`src/rtl/bin2bcd_seq_pkg.sv`:
```
// Shared types and constants for the sequential binary-to-BCD converter.
package bin2bcd_seq_pkg;

  localparam int BIN_W_DEF  = 27;
  localparam int DIGITS_DEF = 8;

  typedef logic [3:0] bcd_nib_t;

  typedef enum logic [1:0] {
    IDLE  = 2'd0,
    SHIFT = 2'd1,
    DONE  = 2'd2
  } conv_state_t;

  localparam bcd_nib_t SAT_DIGIT = 4'h9;

endpackage

```
`src/rtl/bin2bcd_seq_digit_adj.sv`:
```
// Double-dabble digit correction: a BCD digit of 5 or more gets +3 before the shift.
module bcd_digit_adj
  import bin2bcd_seq_pkg::*;
(
  input  bcd_nib_t d_i,
  output bcd_nib_t d_o
);

  always_comb begin
    d_o = d_i;
    if (d_i >= 4'd5) d_o = d_i + 4'd3;
  end

endmodule

```
`src/rtl/bin2bcd_seq.sv`:
```
// Iterative double-dabble converter, one bit per clock, results held between conversions.
// Leading-zero blanking is built only when BIN2BCD_BLANK_LZ_EN is defined.
module bin2bcd_seq
  import bin2bcd_seq_pkg::*;
#(
  parameter int BIN_W  = BIN_W_DEF,
  parameter int DIGITS = DIGITS_DEF
) (
  input  logic                  clk,
  input  logic                  rst,
  input  logic                  in_valid,
  output logic                  in_ready,
  input  logic [BIN_W-1:0]      in_bin,
  output logic [4*DIGITS-1:0]   bcd_out,
  output logic                  ovf,
  output logic                  out_valid,
  output logic [DIGITS-1:0]     blank_mask
);

  localparam int CW = $clog2(BIN_W + 1);

  conv_state_t         state_q, state_d;
  logic [BIN_W-1:0]    bin_q, bin_d;
  logic [4*DIGITS-1:0] work_q, work_d;
  logic [4*DIGITS-1:0] work_adj;
  logic                acc_q, acc_d;
  logic [CW-1:0]       cnt_q, cnt_d;
  logic [4*DIGITS-1:0] bcd_q, bcd_d;
  logic                ovf_q, ovf_d;
  logic                vld_q, vld_d;
  logic [DIGITS-1:0]   blank_q, blank_d;
  logic [DIGITS-1:0]   blank_calc;

  for (genvar g = 0; g < DIGITS; g++) begin : g_adj
    bcd_digit_adj u_adj (
      .d_i (work_q[4*g +: 4]),
      .d_o (work_adj[4*g +: 4])
    );
  end

`ifdef BIN2BCD_BLANK_LZ_EN
  // Walk down from the top digit; a digit blanks while everything above it is zero.
  always_comb begin
    logic zero_above;
    blank_calc = '0;
    zero_above = 1'b1;
    for (int k = DIGITS - 1; k >= 1; k--) begin
      zero_above    = zero_above && (work_q[4*k +: 4] == 4'd0);
      blank_calc[k] = zero_above && !acc_q;
    end
  end
`else
  assign blank_calc = '0;
`endif

  always_comb begin
    state_d = state_q;
    bin_d   = bin_q;
    work_d  = work_q;
    acc_d   = acc_q;
    cnt_d   = cnt_q;
    bcd_d   = bcd_q;
    ovf_d   = ovf_q;
    vld_d   = 1'b0;
    blank_d = blank_q;
    unique case (state_q)
      IDLE: begin
        if (in_valid) begin
          bin_d   = in_bin;
          work_d  = '0;
          acc_d   = 1'b0;
          cnt_d   = CW'(BIN_W - 1);
          state_d = SHIFT;
        end
      end
      SHIFT: begin
        work_d = {work_adj[4*DIGITS-2:0], bin_q[BIN_W-1]};
        bin_d  = {bin_q[BIN_W-2:0], 1'b0};
        acc_d  = acc_q | work_adj[4*DIGITS-1];
        if (cnt_q == '0) state_d = DONE;
        else             cnt_d   = cnt_q - 1'b1;
      end
      DONE: begin
        vld_d   = 1'b1;
        state_d = IDLE;
        blank_d = blank_calc;
        if (acc_q) begin
          bcd_d = {DIGITS{SAT_DIGIT}};
          ovf_d = 1'b1;
        end else begin
          bcd_d = work_q;
          ovf_d = 1'b0;
        end
      end
      default: state_d = IDLE;
    endcase
  end

  always_ff @(posedge clk or posedge rst) begin
    if (rst) begin
      state_q <= IDLE;
      bin_q   <= '0;
      work_q  <= '0;
      acc_q   <= 1'b0;
      cnt_q   <= '0;
      bcd_q   <= '0;
      ovf_q   <= 1'b0;
      vld_q   <= 1'b0;
      blank_q <= '0;
    end else begin
      state_q <= state_d;
      bin_q   <= bin_d;
      work_q  <= work_d;
      acc_q   <= acc_d;
      cnt_q   <= cnt_d;
      bcd_q   <= bcd_d;
      ovf_q   <= ovf_d;
      vld_q   <= vld_d;
      blank_q <= blank_d;
    end
  end

  assign in_ready   = (state_q == IDLE);
  assign bcd_out    = bcd_q;
  assign ovf        = ovf_q;
  assign out_valid  = vld_q;
  assign blank_mask = blank_q;

endmodule
```
`config.mk`:
```
export PLATFORM = sky130hd
export DESIGN_NAME = bin2bcd_seq
export DESIGN_NICKNAME = d
export VERILOG_FILES = /design/src/rtl/bin2bcd_seq_pkg.sv /design/src/rtl/bin2bcd_seq_digit_adj.sv /design/src/rtl/bin2bcd_seq.sv
export SDC_FILE = /design/constraint.sdc
export NUM_CORES = 1
export LEC_CHECK = 0
export ABC_AREA = 1
export BUFFER_PORTS_ARGS = -buffer_cell sky130_fd_sc_hd__buf_2
export CORE_ASPECT_RATIO = 1.75
export CORE_UTILIZATION = 57
export CTS_CLUSTER_SIZE = 25
export DETAILED_ROUTE_END_ITERATION = 16
export GPL_TIMING_DRIVEN = 0
export PLACE_DENSITY_LB_ADDON = 0.08
export REMOVE_ABC_BUFFERS = 1
export SYNTH_ARGS = -nofsm -noshare
export SYNTH_HDL_FRONTEND = slang
export SYNTH_SLANG_ARGS = --single-unit
```
`constraint.sdc`:
```
create_clock -name clk -period 3.2 [get_ports clk]
set_input_delay 0 -clock clk [delete_from_list [all_inputs] [get_ports clk]]
set_output_delay 0 -clock clk [all_outputs]
set_load 0.02 [all_outputs]
```
== Word level (Yosys, flattened, before mapping) ==
Cells that the tools add are included.

* Register bits: 101
* Bits of input ports: 30
* Word-level logic and storage cells: 60

* $add $sub $neg: 9
* Magnitude comparators: 8
* Equal/unequal tests: 5
* Mux-type cells: 23
* Bitwise operators: 1
* Reduce and logical (&&, ||, !) cells: 6

{| class="wikitable"
|+ Operators by type and width
! operator !! number
|-
| 32-bit 2-to-1 mux || 2
|-
| 32-bit one-hot mux with 2 select lines || 1
|-
| 27-bit one-hot mux with 2 select lines || 1
|-
| 4-bit by 2-bit adder with 4-bit output (second input constant) || 8
|-
| 4-bit by 3-bit greater-or-equal comparator with 1-bit output (second input constant) || 8
|-
| 4-bit 2-to-1 mux || 8
|-
| 27-bit 2-to-1 mux || 1
|-
| 5-bit 2-to-1 mux || 2
|-
| 5-bit one-hot mux with 2 select lines || 1
|-
| 2-bit != test (second input constant) || 3
|-
| 5-bit zero test || 1
|-
| 5-bit by 1-bit subtractor with 5-bit output (second input constant) || 1
|-
| 2-bit 2-to-1 mux || 2
|-
| 2-bit one-hot mux with 2 select lines || 1
|-
| 2-bit AND reduction || 2
|-
| 1-bit 2-to-1 mux || 3
|-
| 3-bit AND reduction || 1
|-
| 2-bit by 1-bit equality test with 1-bit output (second input constant) || 1
|-
| 2-bit equality test (second input constant) || 1
|-
| 2-bit zero test || 1
|-
| 1-bit one-hot mux with 2 select lines || 1
|-
| 2-bit nonzero test || 1
|-
| 1-bit bitwise OR || 1
|}

== Logic depth before layout (Yosys ltp) ==
Gate-level depths: netlist of run 1.

* Depth after elaboration: 4
* Mapped depth: 8

== Hierarchy ==
From an unflattened synthesis of run 1, not the netlist that was laid out.

* Cells, all modules: 636
* Area, all modules: 5,232.5 sq um

{| class="wikitable"
|+ By module, submodules not included
! module !! instances !! cells an instance !! area an instance (sq um)
|-
| bin2bcd_seq || 1 || 452 || 4,151.5
|-
| bcd_digit_adj || 8 || 23 || 135.1
|}

== Worst setup path after synthesis of run 1 ==
Ideal clock, no wire load.

* Path kind: register -> register
* Start point: reg state_q[0]
* End point: reg bin_q[18]
* Library setup time: 68 ps
* Data arrival time: 1,312 ps
* Data required time: 3,132 ps
* Slack: 1,820 ps
* Cell stages (with the launch flop): 7
* Path buffers: 1
* Clock period less this slack: 1,380 ps
* Cells stage by stage: dfrtp_1 nor2_2 nand2_2 inv_2 buf_2 nand2_1 nand3_1

* Cells in the longest elaborated chain, start to end: 3
* Elaborated cells between the ends (all ways): 6
* Those cells by class: 2 x eq/ne; 1 x mux; 3 x reduce/logical

{| class="wikitable"
|+ RTL lines
! element !! RTL line !! RTL
|-
| start: declaration || bin2bcd_seq.sv:22 || <nowiki>conv_state_t state_q, state_d;</nowiki>
|-
| start signal: assignment || bin2bcd_seq.sv:111 || <nowiki>state_q <= state_d;</nowiki>
|-
| 2-bit zero test (*) || -- ||
|-
| net in_ready || bin2bcd_seq.sv:12 || <nowiki>output logic in_ready,</nowiki>
|-
| 2-bit != test (no source line) or 2-bit nonzero test (tied branches) || -- ||
|-
| 2-bit AND reduction (no source line) || -- ||
|-
| end signal: assignment || bin2bcd_seq.sv:112 || <nowiki>bin_q <= bin_d;</nowiki>
|-
| end: declaration || bin2bcd_seq.sv:23 || <nowiki>logic [BIN_W-1:0] bin_q, bin_d;</nowiki>
|}

Mark *: on every way through the listed nets, which the timed path passes. The rest lies on a longest branch.
A chain may end at the register's enable or synchronous reset.

== Final worst setup path of run 1 ==
* Start point: reg state_q[1]
* End point: reg cnt_q[3]

* Cells in the longest elaborated chain, start to end: 3
* Elaborated cells between the ends (all ways): 7
* Those cells by class: 3 x eq/ne; 1 x mux; 3 x reduce/logical

{| class="wikitable"
|+ RTL lines
! element !! RTL line !! RTL
|-
| 2-bit by 1-bit equality test with 1-bit output or 2-bit zero test (tied branches) || bin2bcd_seq.sv:66 || <nowiki>unique case (state_q)</nowiki>
|-
| 2-bit != test (no source line) or 2-bit nonzero test (tied branches) || -- ||
|-
| 3-bit AND reduction (no source line) || -- ||
|-
| end signal: assignment || bin2bcd_seq.sv:115 || <nowiki>cnt_q <= cnt_d;</nowiki>
|-
| end: declaration || bin2bcd_seq.sv:27 || <nowiki>logic [CW-1:0] cnt_q, cnt_d;</nowiki>
|}

Several ways; a longest one is shown, not always the timed one.

==> results.md, run 1 <==
* Layout Cells excl Fill at 801
* Mux cell area share after synthesis at 0
* Status: complete, no violations
* Post-layout min period at 2067 ps
* Root Buffer: clkbuf_16
* Area share of fa/ha/maj cells after synthesis at 0.04349
* Crit path from: state_q[1]$_DFFE_PP0P_
* DIE AREA at 0.008969 mm2
* Row count at 44
* Headroom to the max-slew limit at 0.2673
* Die H at 124.5 um
* Xor-xnor portion of the synthesized cell area at 0.001791
* Critical Path End Type: flop
* Post-Route WL at 10410 um
* Reg clk slew, reported paths at 60 ps
* Synth top cells by count: 208 x nand2_1, 101 x dfrtp_1, 72 x nand3_1
* Worst Clk Skew at 5.622 ps
* Antenna violations before repair at 0
* Yosys top cell area share at 0.5168
* Post-CTS setup buffer count at 0
* Layout cells sized above 1 at 0.1327
* Final setup TNS at 0 ps
* Sequential area share after synthesis at 0.5168
* Detailed-router iteration count before antenna repair at 4
* Crit path capture: cnt_q[3]$_DFFE_PP0P_
* Setup-failing EPs final at 0
* Kind of critical path: flop to flop
* Fin crit share at 0.6459
* Final hold violation count at 0
* Max-slew violation total from the final report at 0
* Synthesized cell area at 0.004891 mm2
* Port bufs at 64
* WL/cell at 12.99 um
* Most common cell in the netlist: nand2_1
* Vias/cell at 5.211
* Leak Pwr at 3.019 nW
* Initial Util at 0.5884
* Maxcap violations at 0
* Post-DP HPWL at 6670 um
* RR Startpoint: state_q[1]$_DFFE_PP0P_
* Number of synthesized flops with an enable pin at 0
* FF-to-FF path depth at 7
* Largest family of logic cells by synthesized area: simple AND/OR/NAND/NOR gates
* Crit path max fanout at 64
* Area grow syn2layout at 18.78%
* #FFs+latches synth at 101
* Syn Area/Cell at 8.193 um2
* Num Clock Sinks at 101
* Post-route DRC at 0
* Boundary Pins at 73
* RR Endpoint: cnt_q[3]$_DFFE_PP0P_
* Worst slew pin tran at 1097 ps
* DR vias at 4174
* R2r setup slk at 1130 ps
* Internal Power at 3.334 mW
* Post-Synthesis Cells at 597
* DIE WIDTH at 72.02 um
* Number of buffers created by CTS at 9
* Total gr overflow at 0
* Clock Path Buffers at 2
* Clock Power Share at 0.190
* Placed Instances at 758
* Top cell type by total area after synthesis: dfrtp_1
* Synth Area in Compound Gates at 0.06754
* Crit path DAT at 2350 ps
* Share of total power in sequential cells at 0.383
* Hold slack at 60.27 ps
* First DRT Iteration DRCs at 297
* Vias in the first global route at 4068
* Gpl congestion at 0.8012
* Comb power frac at 0.427
* FMAX at 483.8 MHz
* Global Route Usage Sum at 0.2556
* P_sw at 2.402 mW
* Largest net degree at the start of global routing at 65
* VDD IR-drop max at 0.0006072 V
* CP Launch Type: flop
* CP required at 3480 ps
* CORE AREA at 0.008313 mm2
* Synth Warn # at 0
* Async S/R FF share, synth at 1.000
* RSZ-0062 raised after global routing: false
* Synth Flop Type: dfrtp_1
* Global-route wire length before repair at 17970 um
* Synth area leaders: dfrtp_1 52%, nand2_1 16%, nand3_1 7.4%, ha_1 4.3%, inv_1 3.9%
* Layout Nets at 729
* Post-synth cell types at 24
* Routed Antenna Nets at 0
* Sw Share at 0.4188
* PwrDens at 987.4 mW/mm2
* Min-delay worst type: input port to flop
* Simple-gate share of the synthesized area at 0.2893
* Ant diodes at 0
* CTS tree: done
* Skew-Pair Late Insertion Delay at 340 ps
* H-tree depth at 3
cell families (layout without fill, tap and decap cells):
| family | Yosys count | in the layout |
|---|---|---|
| simple gates | 329 | 329 |
| flops | 101 | 101 |
| buf+inv | 83 | 165 |
| compound gates | 65 | 65 |
| fa+ha+maj | 17 | 17 |
| other cells | 1 | 8 |
| xor+xnor | 1 | 1 |
stage by stage:
step                      power, mW  utilization  worst slack (ps)  area, um2
final                         5.736       0.6988              1133       5809
after global routing          6.249       0.6988             952.0       5809
after CTS                     5.764       0.6988              1110       5809
after detailed placement      4.639       0.6297              1126       5235
after global placement        4.504       0.6261            -583.7       5205
after floorplan               3.966            -             552.9       4741
power by group through the flow:
| stage | Sequential (mW) | Combinational [mW] | Clock [mW] |
|---|---|---|---|
| final | 2.20 | 2.45 | 1.09 |
| after floorplan | 2.32 | 1.65 | 0 |
| after detailed placement | 2.21 | 2.42 | 0 |
| after global placement | 2.19 | 2.31 | 0 |
| after CTS | 2.19 | 2.46 | 1.11 |
| after global routing | 2.27 | 2.83 | 1.15 |
worst min-delay path by stage:
stage,cells after the start,startpoint,slack [ps],to
6_report,4,in_valid,60,acc_q$_DFFE_PP0P_
5_1_grt,4,in_valid,100,acc_q$_DFFE_PP0P_
4_1_cts,4,in_valid,60,acc_q$_DFFE_PP0P_
3_5_place_dp,2,rst,100,bin_q[12]$_DFFE_PP0P_
3_3_place_gp,3,in_bin[0],200,bin_q[0]$_DFFE_PP0P_
2_1_floorplan,2,in_bin[0],120,bin_q[0]$_DFFE_PP0P_
cells in the final DEF (no fill, tap or decap), types with 2 or more instances in the layout:
cell type      instances
nand3_1               72
dlygate4sd3_1         28
nand2_1              208
o22ai_1                2
inv_2                  5
nand4_1               17
inv_4                  2
dfrtp_1              101
clkbuf_1               3
nor2_8                 2
o21ai_1               17
nor2_1                24
o21ai_0               29
a21oi_1               16
inv_1                 50
ha_1                  17
buf_2                 64
clkbuf_16              9
clkbuf_8               2
nand2_2                4
conb_1                 8
state kept, by name, indices dropped and copies added (netlist names):
signal,cells
bcd_out,32
cnt_q,5
out_valid,1
ovf,1
bin_q,27
state_q,2
work_q,32
acc_q,1
critical path: stages (launching register included):
cell	delay (ps)
dfrtp_1	400
inv_2	130
nand2_2	120
inv_2	820
nand2_2	200
nand2_1	200
nand2_1	70
nand2_1	70
routing by layer:
layer	vias to the layer above	wire (um)	track usage
met4	0	299	0.1211
met1	1972	4281	0.3050
met2	97	5448	0.4384
met5	-	0	0
met3	22	375	0.04369
li1	2083	-	-
repair_timing:
item / in CTS / in global routing
hold buffers: 28 / 0
gates resized for setup: 0 / 0
hold endpoints to repair: 69 / 0
layout make-up:
class | count | area, um2
sequential | 101 | 2527
clock inverter | 1 | 30.03
inverter | 57 | 219.0
timing repair buffer | 93 | 628.1
tap | 115 | 143.9
multi-input combinational | 420 | 1997
fill | 659 | 2504
clock buffer | 14 | 264.0
Power figures use the tool's default switching activity.
==> inputs of run 2 (changes only) <==
--- a/config.mk
+++ b/config.mk
@@ -8,7 +8,7 @@
 export ABC_AREA = 1
 export BUFFER_PORTS_ARGS = -buffer_cell sky130_fd_sc_hd__buf_2
 export CORE_ASPECT_RATIO = 1.75
-export CORE_UTILIZATION = 57
+export CORE_UTILIZATION = 51
 export CTS_CLUSTER_SIZE = 25
 export DETAILED_ROUTE_END_ITERATION = 16
 export GPL_TIMING_DRIVEN = 0
==> constraint.sdc (replaced) <==
create_clock -name clk -period 1.9 [get_ports clk]
set_input_delay 0 -clock clk [delete_from_list [all_inputs] [get_ports clk]]
set_output_delay 0 -clock clk [all_outputs]
set_load 0.02 [all_outputs]
==> results.md, run 2 (synthesis gave the netlist of run 1 again) <==
* Crit-path cells: nor2_8 > inv_4 > nor2_8 > inv_2 > o21ai_1
* Vias/cell at 5.144
* RSZ-0062 raised after global routing: false
* CORE AREA at 0.009209 mm2
* Post-DP HPWL at 6667 um
* Worst slew pin tran at 727.8 ps
* DIE AREA at 0.01000 mm2
* Critical Path End Type: flop
* DP Worst Slack at -172.9 ps
* Area grow syn2layout at 20.29%
* Global Route Usage Sum at 0.2302
* First DRT Iteration DRCs at 230
* Initial Util at 0.5311
* Gpl congestion at 0.8563
* Routed Antenna Nets at 0
* Reg clk slew, reported paths at 60 ps
* Antenna violations before repair at 0
* FMAX at 572.5 MHz
* Layout Nets at 733
* Row count at 46
* Root Buffer: clkbuf_16
* CP required at 2170 ps
* Vias in the first global route at 4101
* RR Startpoint: state_q[0]$_DFFE_PP0P_
* Commonest non-fill, non-tap cell in the layout: nand2_1
* Crit path from: state_q[0]$_DFFE_PP0P_
* Boundary Pins at 73
* Crit path max fanout at 18
* Final setup TNS at 0 ps
* WL/cell at 13.12 um
* Total gr overflow at 0
* Fin area at 0.005883 mm2
* GR peak layer: met2
* Post-layout min period at 1747 ps
* Num Clock Sinks at 101
* Largest net degree at the start of global routing at 65
* PwrDens at 1666 mW/mm2
* Worst Hold Launch: in_valid
* Final setup margin at 153.4 ps
* VDD IR-drop max at 0.0008182 V
* GR Util met1 at 0.2563
* Final Util at 0.6389
* Final hold violation count at 0
* H-tree depth at 3
* Post-Route WL at 10640 um
* Buffers plus inverters on the worst setup path at 2
* WP depth at 5
* Number of buffers created by CTS at 9
* DIE WIDTH at 76.03 um
* Crit path DAT at 2010 ps
* Setup-failing EPs final at 0
* Maxcap violations at 0
* Fin crit share at 0.9193
* Kind of critical path: flop to flop
* Clock Path Buffers at 2
* Die H at 131.5 um
* Commonest non-fill, non-tap cells in the layout: 208 x nand2_1, 101 x dfrtp_1, 72 x nand3_1, 64 x buf_2, 50 x inv_1
* Delay-heaviest family, CP: simple AND/OR/NAND/NOR gates
* FF-to-FF path depth at 5
* Area after DPL at 0.005241 mm2
* DR vias at 4172
* Skew-Pair Late Insertion Delay at 350 ps
* Post-route DRC at 0
* Global-route wire length before repair at 18370 um
* Layout cells sized above 1 at 0.1418
* Crit-path max cell delay at 470 ps
* Slowest CP cell: dfrtp_1
* Cells on Worst Hold Path at 4
* Headroom to the max-slew limit at 0.5148
* Status: complete, no violations
* Worst Clk Skew at 6.024 ps
* M3 GR Usage at 0.02222
* Ant diodes at 0
* Final Power at 9.802 mW
* Port bufs at 64
* CTS tree: done
* Max-slew violation total from the final report at 0
* Detailed-router iteration count before antenna repair at 5
* Global-route track usage on met2 at 0.4263
* Leak Pwr at 3.060 nW
* # fillers at 802
* Min-delay worst type: input port to flop
* CP Launch Type: flop
* Most common cell on crit path: nor2_8
==> run 2: cell types whose count changed in the layout (fill, tap and decap cells not counted), sizes merged <==
cell,delta
buf,+4
clkbuf,-2
clkinv,+2
bufinv,+1
==> run 2: cell type report <==
type | count | area, um2 | share of cell area
Clock buffer | 12 | 256.5 | 0.04360
Clock inverter | 4 | 70.07 | 0.01191
Inverter | 57 | 224.0 | 0.03807
Multi-Input combinational cell | 420 | 1997 | 0.3394
Sequential cell | 101 | 2527 | 0.4296
Tap cell | 120 | 150.1 | 0.02552
Timing Repair Buffer | 97 | 658.1 | 0.1119
==> run 2: metrics by stage <==
step           cells  hold slack, ps
3_5_place_dp     763           180.6
5_1_grt          811           122.6
4_1_cts          807           64.29
3_3_place_gp     762           205.4
2_1_floorplan    578           116.6
6_report         811           67.48
==> run 2: repair_timing <==
item | 4_1_cts | 5_1_grt
pin swaps | 1 | 1
setup endpoints to repair | 20 | 16
gates resized for setup | 2 | 0
cloned | 0 | 0
hold buffers | 28 | 0
hold endpoints to repair | 83 | 0
buffers inserted | 0 | 4
==> run 2: tightest hold or removal path: cells and delay by family <==
family,cells,cell delay (ps)
buf+inv,1,90
simple gates,3,280
==> run 2: final timing paths <==
path	endpoint	slack, ps
worst min-delay path	acc_q$_DFFE_PP0P_	70
worst min register to register	bin_q[0]$_DFFE_PP0P_	480
max in group asynchronous	bcd_out[5]$_DFFE_PP0P_	910
min in group asynchronous	bin_q[8]$_DFFE_PP0P_	340
worst max register to register	bcd_out[25]$_DFFE_PP0P_	150
worst max-delay path	bcd_out[25]$_DFFE_PP0P_	150
==> run 2: power breakdown <==
group	total (mW)	internal, mW	switching [mW]
combinational	4.10	1.45	2.65
sequential	3.70	3.07	0.625
clock	2.00	1.22	0.781
==> run 2: layer usage <==
layer	up-vias	part of all wire
li1	2089	-
met1	1994	0.41
met2	73	0.54
met3	16	0.031
met4	0	0.021
met5	-	0
==> inputs of run 3 (changes only) <==
--- a/config.mk
+++ b/config.mk
@@ -8,7 +8,7 @@
 export ABC_AREA = 1
 export BUFFER_PORTS_ARGS = -buffer_cell sky130_fd_sc_hd__buf_2
 export CORE_ASPECT_RATIO = 1.75
-export CORE_UTILIZATION = 51
+export CORE_UTILIZATION = 43
 export CTS_CLUSTER_SIZE = 25
 export DETAILED_ROUTE_END_ITERATION = 16
 export GPL_TIMING_DRIVEN = 0
==> results.md, run 3 (synthesis gave the netlist of run 1 again) <==
* Met3 WL at 289 um
* Status: complete, no violations
* Worst Hold Launch: in_valid
* DR WL met2 at 5833 um
* RR Endpoint: work_q[8]$_DFFE_PP0P_
* Top Metal Used: met4
* Leak Pwr at 3.051 nW
* Post-Route WL at 10800 um
* Layout Nets at 731
* Vias in the first global route at 3990
* Crit path max fanout at 48
* Ant diodes at 0
* RR Startpoint: state_q[0]$_DFFE_PP0P_
* Final hold violation count at 0
* Initial Util at 0.4405
* DIE AREA at 0.01182 mm2
* Fin area at 0.005908 mm2
* Post-DP HPWL at 6873 um
* Kind of critical path: flop to flop
* Vias/cell at 5.056
* Num Clock Sinks at 101
* H-tree depth at 3
* Root Buffer: clkbuf_16
* Maxcap violations at 0
* Boundary Pins at 73
* Crit path from: state_q[0]$_DFFE_PP0P_
* Final Power at 9.905 mW
* Headroom to the max-slew limit at 0.6644
* Crit path DAT at 1970 ps
* Gpl congestion at 0.8011
* Total gr overflow at 0
* Hold Path Sink: acc_q$_DFFE_PP0P_
* Post-route DRC at 0
* CP Launch Type: flop
* FMAX at 588.7 MHz
* Final setup margin at 201.4 ps
* Crit-path cells: nand2_2 > nand2_2 > inv_4 > nand2_1 > o21ai_1
* Clock Path Buffers at 2
* Detailed-router iteration count before antenna repair at 4
* CORE AREA at 0.01110 mm2
* Skew-Pair Late Insertion Delay at 340 ps
* Layout cells sized above 1 at 0.1408
* Layout Cells excl Fill at 821
* Most common cell on crit path: nand2_2
* Worst slew pin tran at 503.4 ps
* Crit-path max cell delay at 470 ps
* Reg clk slew, reported paths at 70 ps
* Die H at 143.1 um
* M1 wire length at 4529 um
* PwrDens at 1676 mW/mm2
* Post-layout min period at 1699 ps
* DR vias at 4151
* Fin crit share at 0.8940
* Commonest non-fill, non-tap cell in the layout: nand2_1
* Routed Antenna Nets at 0
* RSZ-0062 raised after global routing: false
* Cells on Worst Hold Path at 4
* Largest net degree at the start of global routing at 66
* Global-route wire length before repair at 18330 um
* First DRT Iteration DRCs at 159
* WL/cell at 13.15 um
* Global Route Usage Sum at 0.2050
* VDD IR-drop max at 0.001079 V
* Port bufs at 64
* CP required at 2170 ps
* DIE WIDTH at 82.62 um
* Number of buffers created by CTS at 9
* Commonest non-fill, non-tap cells in the layout: 208 x nand2_1, 101 x dfrtp_1, 72 x nand3_1, 64 x buf_2, 50 x inv_1
* Antenna violations before repair at 0
* Area after DPL at 0.005256 mm2
* Setup-failing EPs final at 0
* Min-delay worst type: input port to flop
* Final setup TNS at 0 ps
* Worst Clk Skew at 6.838 ps
* Max-slew violation total from the final report at 0
* Critical Path End Type: flop
* CTS tree: done
* DP Worst Slack at -196.6 ps
* Slowest CP cell: inv_4
* Placed Instances at 775
* R2r setup slk at 200 ps
* FF-to-FF path depth at 5
* Row count at 51
* Area grow syn2layout at 20.80%
[run 3: worst max path at each step]
| stage | endpoint | slack (ps) | depth (start not counted) |
|---|---|---|---|
| floorplan | acc_q$_DFFE_PP0P_ | -750 | 1 |
| global placement | work_q[18]$_DFFE_PP0P_ | -2030 | 2 |
| detailed placement | cnt_q[3]$_DFFE_PP0P_ | -200 | 6 |
| CTS | cnt_q[3]$_DFFE_PP0P_ | 140 | 6 |
| global route | work_q[16]$_DFFE_PP0P_ | 50 | 5 |
| finish | work_q[8]$_DFFE_PP0P_ | 200 | 5 |
[run 3: stage by stage]
stage / utilization / hold slack [ps]
floorplan: - / 116.6
global placement: 0.4707 / 204.9
detailed placement: 0.4734 / 79.46
CTS: 0.5319 / 43.07
global route: 0.5321 / 103.8
finish: 0.5321 / 53.91
[run 3: per-layer routing]
metal  vias to the layer above  GRT usage
met4                         0    0.07260
met1                      1987     0.2212
met3                         9    0.04601
met5                         -          0
met2                        69     0.3784
li1                       2086          -
[run 3: layout make-up]
type	count	area [um2]
fill	1084	5195
tap	132	165.2
clock inverter	6	110.1
sequential	101	2527
clock buffer	10	239.0
inverter	57	226.5
timing repair buffer	95	643.1
multi-input combinational	420	1997
[run 3: repair_timing]
item	CTS	global route
cloned	0	0
pin swaps	1	0
hold endpoints to repair	63	0
buffers inserted	2	0
endpoints found under the setup margin	67	1
hold buffers	28	0
resized for setup	2	1
[run 3: power breakdown]
part           switching (mW)  total (mW)  internal (mW)
clock                   0.809        2.13           1.32
combinational            2.63        4.08           1.45
sequential              0.623        3.70           3.07
[run 3: worst max-delay path, delay by kind of cell, from the launching register on]
kind            cells  cell delay, ps
flops               1             460
compound gates      1             110
buf+inv             1             470
simple gates        3             570
